[config.mk]
export PLATFORM = sky130hd
export DESIGN_NAME = gpib_acceptor_handshake
export DESIGN_NICKNAME = d
export VERILOG_FILES = /design/src/rtl/gpib_acceptor_handshake.sv
export SDC_FILE = /design/constraint.sdc
export NUM_CORES = 1
export LEC_CHECK = 0
export ABC_CLOCK_PERIOD_IN_PS = 2800
export CAP_MARGIN = 0
export CORE_AREA = 2 2 120 122
export CTS_CLUSTER_DIAMETER = 50
export DETAILED_ROUTE_END_ITERATION = 12
export DIE_AREA = 0 0 122 124
export GPL_TIMING_DRIVEN = 0
export HOLD_SLACK_MARGIN = 0.02
export PLACE_DENSITY_LB_ADDON = 0.2
export SLEW_MARGIN = 20
export SYNTH_ARGS = -nofsm -noshare
export SYNTH_HDL_FRONTEND = slang
export SYNTH_SLANG_ARGS = --single-unit
[constraint.sdc]
create_clock -name clk -period 2.8 [get_ports clk]
set_clock_uncertainty 0.05 [all_clocks]
set_input_delay 0.42 -clock clk [delete_from_list [all_inputs] [get_ports clk]]
set_output_delay 0.42 -clock clk [all_outputs]
set_load 0.03 [all_outputs]
[src/rtl/gpib_acceptor_handshake.sv]
// GPIB listener acceptor handshake: synchronises DAV/ATN/EOI, runs the NRFD/NDAC
// interlock, captures bytes into a show-ahead FIFO and flags a stuck-DAV timeout.
//
// state  | meaning
// IDLE   | lines released (nrfd=0, ndac=0); not listening or ATN active
// BUSY   | FIFO full, holding off the talker (nrfd=1, ndac=1)
// READY  | ready for data, waiting for DAV (nrfd=0, ndac=1)
// ACCEPT | byte captured, waiting for DAV release (nrfd=1, ndac=0)
module gpib_acceptor_handshake #(
   parameter int DATA_WIDTH     = 8,
   parameter int FIFO_DEPTH     = 16,
   parameter int TIMEOUT_CYCLES = 1024,
   parameter int SYNC_STAGES    = 2
) (
   input  logic                          clk,
   input  logic                          rst,
   input  logic                          listener_en,
   input  logic                          atn,
   input  logic                          dav,
   input  logic                          eoi,
   input  logic [DATA_WIDTH-1:0]         gpib_data,
   output logic                          nrfd_o,
   output logic                          ndac_o,
   input  logic                          rd_en,
   output logic [DATA_WIDTH-1:0]         rd_data,
   output logic                          rd_eoi,
   output logic                          empty,
   output logic                          full,
   output logic [$clog2(FIFO_DEPTH):0]   count,
   output logic                          timeout_err
);

   localparam int AW = $clog2(FIFO_DEPTH);
   localparam int CW = AW + 1;
   localparam int TW = $clog2(TIMEOUT_CYCLES);
   localparam logic [CW-1:0] FULL_LVL = CW'(FIFO_DEPTH);
   localparam logic [TW-1:0] TMR_LOAD = TW'(TIMEOUT_CYCLES - 1);

   typedef enum logic [1:0] {
      ST_IDLE   = 2'd0,
      ST_BUSY   = 2'd1,
      ST_READY  = 2'd2,
      ST_ACCEPT = 2'd3
   } state_t;

   logic [SYNC_STAGES-1:0] dav_sync_q, dav_sync_d;
   logic [SYNC_STAGES-1:0] atn_sync_q, atn_sync_d;
   logic [SYNC_STAGES-1:0] eoi_sync_q, eoi_sync_d;
   logic                   dav_s, atn_s, eoi_s, rx_ok;

   state_t                 state_q, state_d;
   logic                   nrfd_q, nrfd_d;
   logic                   ndac_q, ndac_d;
   logic                   tout_q, tout_d;
   logic [TW-1:0]          tmr_q, tmr_d;
   logic                   push, pop;

   logic [DATA_WIDTH:0]    mem_q [FIFO_DEPTH];
   logic [AW-1:0]          wr_ptr_q, wr_ptr_d;
   logic [AW-1:0]          rd_ptr_q, rd_ptr_d;
   logic [CW-1:0]          count_q, count_d;
   logic                   full_w, empty_w;

   always_comb begin
      dav_sync_d = {dav_sync_q[SYNC_STAGES-2:0], dav};
      atn_sync_d = {atn_sync_q[SYNC_STAGES-2:0], atn};
      eoi_sync_d = {eoi_sync_q[SYNC_STAGES-2:0], eoi};
   end

   assign dav_s   = dav_sync_q[SYNC_STAGES-1];
   assign atn_s   = atn_sync_q[SYNC_STAGES-1];
   assign eoi_s   = eoi_sync_q[SYNC_STAGES-1];
   assign rx_ok   = listener_en & ~atn_s;
   assign full_w  = (count_q == FULL_LVL);
   assign empty_w = (count_q == '0);

   // Handshake outputs are registered alongside the state so they change on the transition edge.
   always_comb begin
      state_d = state_q;
      nrfd_d  = nrfd_q;
      ndac_d  = ndac_q;
      tmr_d   = tmr_q;
      tout_d  = 1'b0;
      push    = 1'b0;
      unique case (state_q)
         ST_IDLE: begin
            if (rx_ok && !full_w) begin
               state_d = ST_READY;  nrfd_d = 1'b0; ndac_d = 1'b1;
            end else if (rx_ok) begin
               state_d = ST_BUSY;   nrfd_d = 1'b1; ndac_d = 1'b1;
            end
         end
         ST_BUSY: begin
            if (!rx_ok) begin
               state_d = ST_IDLE;   nrfd_d = 1'b0; ndac_d = 1'b0;
            end else if (!full_w) begin
               state_d = ST_READY;  nrfd_d = 1'b0; ndac_d = 1'b1;
            end
         end
         ST_READY: begin
            if (!rx_ok) begin
               state_d = ST_IDLE;   nrfd_d = 1'b0; ndac_d = 1'b0;
            end else if (dav_s) begin
               state_d = ST_ACCEPT; nrfd_d = 1'b1; ndac_d = 1'b0;
               push    = 1'b1;
               tmr_d   = TMR_LOAD;
            end
         end
         ST_ACCEPT: begin
            // rx_ok is only consulted after DAV releases so the talker's cycle always completes.
            if (!dav_s) begin
               if (rx_ok && !full_w) begin
                  state_d = ST_READY; nrfd_d = 1'b0; ndac_d = 1'b1;
               end else if (rx_ok) begin
                  state_d = ST_BUSY;  nrfd_d = 1'b1; ndac_d = 1'b1;
               end else begin
                  state_d = ST_IDLE;  nrfd_d = 1'b0; ndac_d = 1'b0;
               end
            end else if (tmr_q == '0) begin
               state_d = ST_IDLE;   nrfd_d = 1'b0; ndac_d = 1'b0;
               tout_d  = 1'b1;
            end else begin
               tmr_d = tmr_q - 1'b1;
            end
         end
      endcase
   end

   always_comb begin
      pop      = rd_en & ~empty_w;
      wr_ptr_d = push ? wr_ptr_q + 1'b1 : wr_ptr_q;
      rd_ptr_d = pop  ? rd_ptr_q + 1'b1 : rd_ptr_q;
      count_d  = count_q;
      unique case ({push, pop})
         2'b10:   count_d = count_q + 1'b1;
         2'b01:   count_d = count_q - 1'b1;
         default: count_d = count_q;
      endcase
   end

   always_ff @(posedge clk or posedge rst) begin
      if (rst) begin
         dav_sync_q <= '0;
         atn_sync_q <= '0;
         eoi_sync_q <= '0;
         state_q    <= ST_IDLE;
         nrfd_q     <= 1'b0;
         ndac_q     <= 1'b0;
         tout_q     <= 1'b0;
         tmr_q      <= '0;
         wr_ptr_q   <= '0;
         rd_ptr_q   <= '0;
         count_q    <= '0;
      end else begin
         dav_sync_q <= dav_sync_d;
         atn_sync_q <= atn_sync_d;
         eoi_sync_q <= eoi_sync_d;
         state_q    <= state_d;
         nrfd_q     <= nrfd_d;
         ndac_q     <= ndac_d;
         tout_q     <= tout_d;
         tmr_q      <= tmr_d;
         wr_ptr_q   <= wr_ptr_d;
         rd_ptr_q   <= rd_ptr_d;
         count_q    <= count_d;
      end
   end

   // Storage needs no reset: the head is masked to zero whenever the FIFO is empty.
   always_ff @(posedge clk) begin
      if (push) mem_q[wr_ptr_q] <= {eoi_s, gpib_data};
   end

   assign rd_data     = empty_w ? '0   : mem_q[rd_ptr_q][DATA_WIDTH-1:0];
   assign rd_eoi      = empty_w ? 1'b0 : mem_q[rd_ptr_q][DATA_WIDTH];
   assign empty       = empty_w;
   assign full        = full_w;
   assign count       = count_q;
   assign nrfd_o      = nrfd_q;
   assign ndac_o      = ndac_q;
   assign timeout_err = tout_q;

endmodule
* Word-level counts from Yosys, hierarchy flattened
Memories as Yosys holds them, arrays and structs flattened.
Index checks and enable logic that the tools add are counted.
** Storage, ports and cells
- Output and inout port bits :: 19
- Latch bits :: 0
- Bits in writable memories :: 144
- Bits in read-only memories :: 0
- Bits in registers :: 34
- Word-level logic and storage cells :: 90
- Bits of input ports :: 15
- Memories kept :: 1
** Cells by class
- Shifts and indexed selects :: 0
- Order comparisons :: 0
- Eq/ne operators :: 14
- Multipliers :: 0
- Bitwise gates (word level) :: 4
- Mux-type cells :: 46
- Reduce and logical (&&, ||, !) cells :: 9
- Add/subtract/negate cells :: 5
- Div/mod/pow operators :: 0
** Memory list
- mem_q :: depth 16, width 9, rd ports 1, clocked after Yosys merged registers in 0, wr ports 1, line 58 : logic [DATA_WIDTH:0] mem_q [FIFO_DEPTH];
** Operators with widths (count)
- $mux W10 :: 4
- $mux W1 :: 27
- $pmux W10 S2 :: 1
- $mux W2 :: 9
- $ne A3 B3 Y1 const B :: 4
- $logic_not A10 Y1 :: 1
- $pmux W5 S2 :: 1
- $sub A10 B1 Y10 const B :: 1
- $add A4 B1 Y4 const B :: 2
- $mux W8 :: 1
- $ne A2 B2 Y1 const B :: 4
- $pmux W1 S4 :: 2
- $pmux W2 S4 :: 1
- $eq A2 B2 Y1 const B :: 3
- $add A5 B1 Y5 const B :: 1
- $eq A5 B5 Y1 const B :: 1
- $logic_not A5 Y1 :: 1
- $reduce_and A5 Y1 :: 1
- $sub A5 B1 Y5 const B :: 1
- $eq A2 B1 Y1 const B :: 2
- $reduce_and A4 Y1 :: 1
- $reduce_bool A2 Y1 :: 2
- $and A1 B1 Y1 :: 2
- $logic_not A2 Y1 :: 1
- other kinds (3) :: 4

* Depth between registers and ports, before layout
- Depth after elaboration :: 6
- Depth in mapped cells :: 12
- Depth with buffers taken out :: 10

* Worst setup path before layout
No wires, ideal clock.
- Path type :: reg2reg
- From :: register count_q[1], in the netlist count[1]
- To :: register count_q[4], in the netlist count[4]
- Buffers on the path :: 2
- Data arrival time :: 2.972 ns
- Period minus slack after synthesis :: 3.158 ns
- Cell stages (with the launch flop) :: 12
- Required time :: 2.615 ns
- Library setup time :: 0.135 ns
- Path slack :: -0.358 ns
- Path through :: dfrtp_1 buf_2 nor4_2 a21boi_1 ha_1 clkbuf_1 xor2_1 ha_1 or3_1 a2111oi_2 nor4_1 xnor2_1
** On the way
- Longest elaborated chain between the ends :: 5
- Elaborated cells between the ends (all ways) :: 9
- Classes of those cells :: add/sub: 2; eq/ne: 2; mux: 1; bitwise: 2; reduce/logical: 2
** Ends and longest elaborated chain
- start: declaration :: line 61 : logic [CW-1:0] count_q, count_d;
- start signal: assignment :: line 165 : count_q <= count_d;
- $logic_not A5 Y1 (*) :: line 75 : assign empty_w = (count_q == '0);
- $not A1 Y1 (*) :: line 130 : pop = rd_en & ~empty_w;
- $and A1 B1 Y1 (*) :: line 130
- via pop :: line 56 : logic push, pop;
- $eq A2 B1 Y1 / $eq A2 B2 Y1 (equally long branches) :: line 134 : unique case ({push, pop})
- $pmux W5 S2 / $reduce_bool A2 Y1 (equally long branches)
The timed path passes the listed nets; every way through them passes the cells marked *.
A chain may end at the register's enable or synchronous reset.

* Worst setup path in the final report
- From :: register rd_ptr_q[0]
- To :: output port rd_data[2]
** On the way
- Longest elaborated chain between the ends :: 2
** Ends and longest elaborated chain
- start: declaration :: line 60 : logic [AW-1:0] rd_ptr_q, rd_ptr_d;
- start signal: assignment :: line 164 : rd_ptr_q <= rd_ptr_d;
- $mem_v2 Z16 W9
- $mux W8 :: line 174 : assign rd_data = empty_w ? '0 : mem_q[rd_ptr_q][DATA_WIDTH-1:0];
- end: declaration :: line 25 : output logic [DATA_WIDTH-1:0] rd_data,
No other way between the ends.

==> impl_metrics.py <==
metrics = {
    "clocking": {
        "hold_buffers": 0,
        "cts_buffers": 17,
        "cts_root_buf": "clkbuf_16",
        "cts_buffer_depth": 2,
        "tritoncts": "built",
        "path_clk_slew_ns": 0.06,
        "insertion_delay_ns": 0.42,
        "htreeDepth": 4,
        "clock-sinks": 177,
    },
    "worst_setup_path": {
        "critPathBufInv": 3,
        "cp-start-kind": "flop",
        "end_kind": "output pin",
        "worstPathArrival_ns": 2.26,
        "required_ns": 2.33,
        "path_delay_family": "multiplexers",
        "max_stage_delay_ns": 0.52,
        "cp_max_fo": 10,
        "path_cells": "buf_12 -> buf_8 -> mux4_2 -> mux2i_2 -> o22ai_1 -> buf_2",
        "crit_type": "flop to output pin",
        "crit_path_top_delay_cell": "mux4_2",
    },
    "synth": {
        "synth_top_family_by_area": "multiplexers",
        "synthDistinctLibCells": 57,
        "synthSimpleGateAreaFrac_pct": 5.99,
        "ys_async_sr_fraction_pct": 18.6,
        "syn_area_um2": 7370,
        "synthMuxAreaShare_pct": 14.2,
        "ys_warn_count": 0,
        "ys_ff_latch": 177,
        "syn_nets": 444,
        "synth_adder_area_share_pct": 1.87,
        "synth_cells": 418,
        "synth_compound_area_share_pct": 4.60,
        "synth-edff-count": 144,
        "synthXorXnorAreaFrac_pct": 1.31,
        "synth.yosys.seq_area_share_pct": 69.8,
        "synth_flop_cell": "edfxtp_1",
        "avgSynthCellArea_um2": 17.6,
    },
    "die": {
        "start_util_pct": 53.7,
        "ios": 34,
        "rows": 43,
        "die-height_um": 124,
        "fp.coreArea_um2": 13700,
        "fp.dieArea_um2": 15100,
        "die_w_um": 122,
    },
    "place": {
        "globalplace.congestion": 0.847,
        "portBuffers": 33,
        "hpwl_um": 8990,
    },
    "global_route": {
        "busiest_layer": "met2",
        "grt_usage_pct": 20.6,
        "grt_pass1_wl_um": 22600,
        "antenna_found_initial": 0,
        "grt_max_degree": 34,
        "use_met2_pct": 33.3,
        "gr-usage-met1_pct": 28.6,
        "use_met3_pct": 4.95,
        "globalRouteOverflowTotal": 0,
        "grt_pass1_vias": 4015,
    },
    "sta": {
        "timing.hold.ws_ns": 0.299,
        "worst_pin_slew_ns": 1.03,
        "period_share_pct": 97.7,
        "finalHoldViolCount": 0,
        "fin_crit_ns": 2.73,
        "clock.fmax_mhz": 366,
        "rsz0062_at_grt": "false",
        "setup_viol": 0,
        "slew_viol_final": 0,
        "slew_headroom_pct": 30.9,
    },
    "route": {
        "routed_wl_um": 14000,
        "drt-initial-drc-count": 368,
        "wl_per_cell_um": 20.9,
        "drtAntennaViolNets": 0,
        "viasPerCell": 5.81,
        "drt_first_pass_iters": 5,
        "via_count": 3884,
        "remaining_drc_errors": 0,
    },
    "cells_and_area": {
        "layout_common_cells": "144 x edfxtp_1, 36 x mux4_2, 28 x dfrtp_1",
        "antenna_cells": 0,
        "area_growth_pct": 17.2,
        "n_fill_cell": 995,
        "final_common_cell": "edfxtp_1",
        "drive_gt1_share_pct": 28.4,
        "nets": 504,
        "fin_util_pct": 63.0,
    },
    "flow_run": {
        "drv_cap": 0,
    },
    "pwr": {
        "power_leakage_nw": 2.99,
        "irDropWorstVdd_uv": 527,
        "power.density_nw_per_um2": 911,
    },
    "hold_path": {
        "hold_path.class": "flop to flop",
    },
    "outcome": {
        "status": "finished, final reports clean",
    },
}
## synth_stat cells, types with 4 or more instances
library cell	number	area (um^2)
xnor2_1	8	70.1
nand2b_1	6	37.5
o22ai_1	9	56.3
buf_1	4	15.0
edfxtp_1	144	4320
nand3_1	5	25.0
nand2_1	13	48.8
o21ai_0	8	40.0
inv_1	13	48.8
a21oi_1	7	35.0
dfrtp_1	33	826
mux4_2	36	811
nor3_1	8	40.0
nor2_1	19	71.3
o31ai_1	6	45.0
buf_4	4	30.0
mux2i_1	21	210
ha_1	11	138
clkbuf_1	7	26.3
buf_2	6	30.0
## state kept, by name, summed over array words and instances, names as in the netlist, 2 cells and up
name and cells:
atn_sync_q 2, count 5, dav_sync_q 2, eoi_sync_q 2
mem_q 144, rd_ptr_q 4, state_q 2, tmr_q 10
wr_ptr_q 4
## cells by family (layout without fill, tap and decap cells)
group                      Yosys count  count (layout)
DFF                                177             177
and+or+nand+nor                     78              78
muxes                               59              59
AOI/OAI and AO/OA                   46              46
buffers and inverters               36             107
adders and majority gates           11              11
xor gates and xnor gates            11              11
## where the power goes
group          internal [W]  switching, W  total [W]
sequential          0.00299      0.000182    0.00317
clock               0.00110      0.000891    0.00199
combinational       0.00127       0.00145    0.00272
total               0.00535       0.00252    0.00788
## worst paths after layout
path	to	slack [ns]	startpoint	cells past startpoint
worst max-delay path	rd_data[2]	0.07	rd_ptr_q[0]$_DFFE_PP0P_	6
worst min-delay path	dav_sync_q[1]$_DFF_PP0_	0.30	dav_sync_q[0]$_DFF_PP0_	0
worst max register to register	count[4]$_DFFE_PP0P_	0.13	count[1]$_DFFE_PP0P_	10
worst min register to register	dav_sync_q[1]$_DFF_PP0_	0.30	dav_sync_q[0]$_DFF_PP0_	0
max in group asynchronous	rd_ptr_q[3]$_DFFE_PP0P_	1.78	rst	2
min in group asynchronous	eoi_sync_q[0]$_DFF_PP0_	0.39	rst	2
## what timing repair did
item	4_1_cts	5_1_grt
setup endpoints to repair	11	15
gates resized for setup	66	17
pin swaps	4	4
setup buffers	5	3
## worst register-to-register path, stage by stage, from the launching register on
cell and delay [ns]:
dfrtp_2 0.41, buf_6 0.14, nor4_4 0.35, a21boi_4 0.11
ha_4 0.21, xor2_1 0.16, ha_2 0.19, or3_4 0.34
nor4b_2 0.17, nor4_2 0.33, xnor2_1 0.15
## layout make-up
cell class	instances	area, um^2	share of cell area, %
buffer	18	161	1.87
multi-input combinational	205	2190	25.3
clock inverter	10	47.5	0.550
clock buffer	20	437	5.05
inverter	14	52.6	0.608
timing repair buffer	45	373	4.31
tap	180	225	2.61
sequential	177	5160	59.7
## per-layer routing
metal,part of all wire (%),wire [um]
met1,44,6090
met2,50,7000
met3,5.8,806
met4,0.76,106
met5,0,0
## per-stage QoR
step	instances	setup slack, ns	setup TNS, ns	power (W)	cell area [um^2]
floorplan	418	-0.0796	-0.0796	0.00501	7400
global placement	631	-0.700	-47.87	0.00577	7960
detailed placement	635	-0.636	-28.34	0.00584	8010
CTS	667	0.00623	0	0.00792	8590
global route	669	0.00218	0	0.00824	8640
finish	669	0.0654	0	0.00788	8640
(Power assumes the default switching activity.)
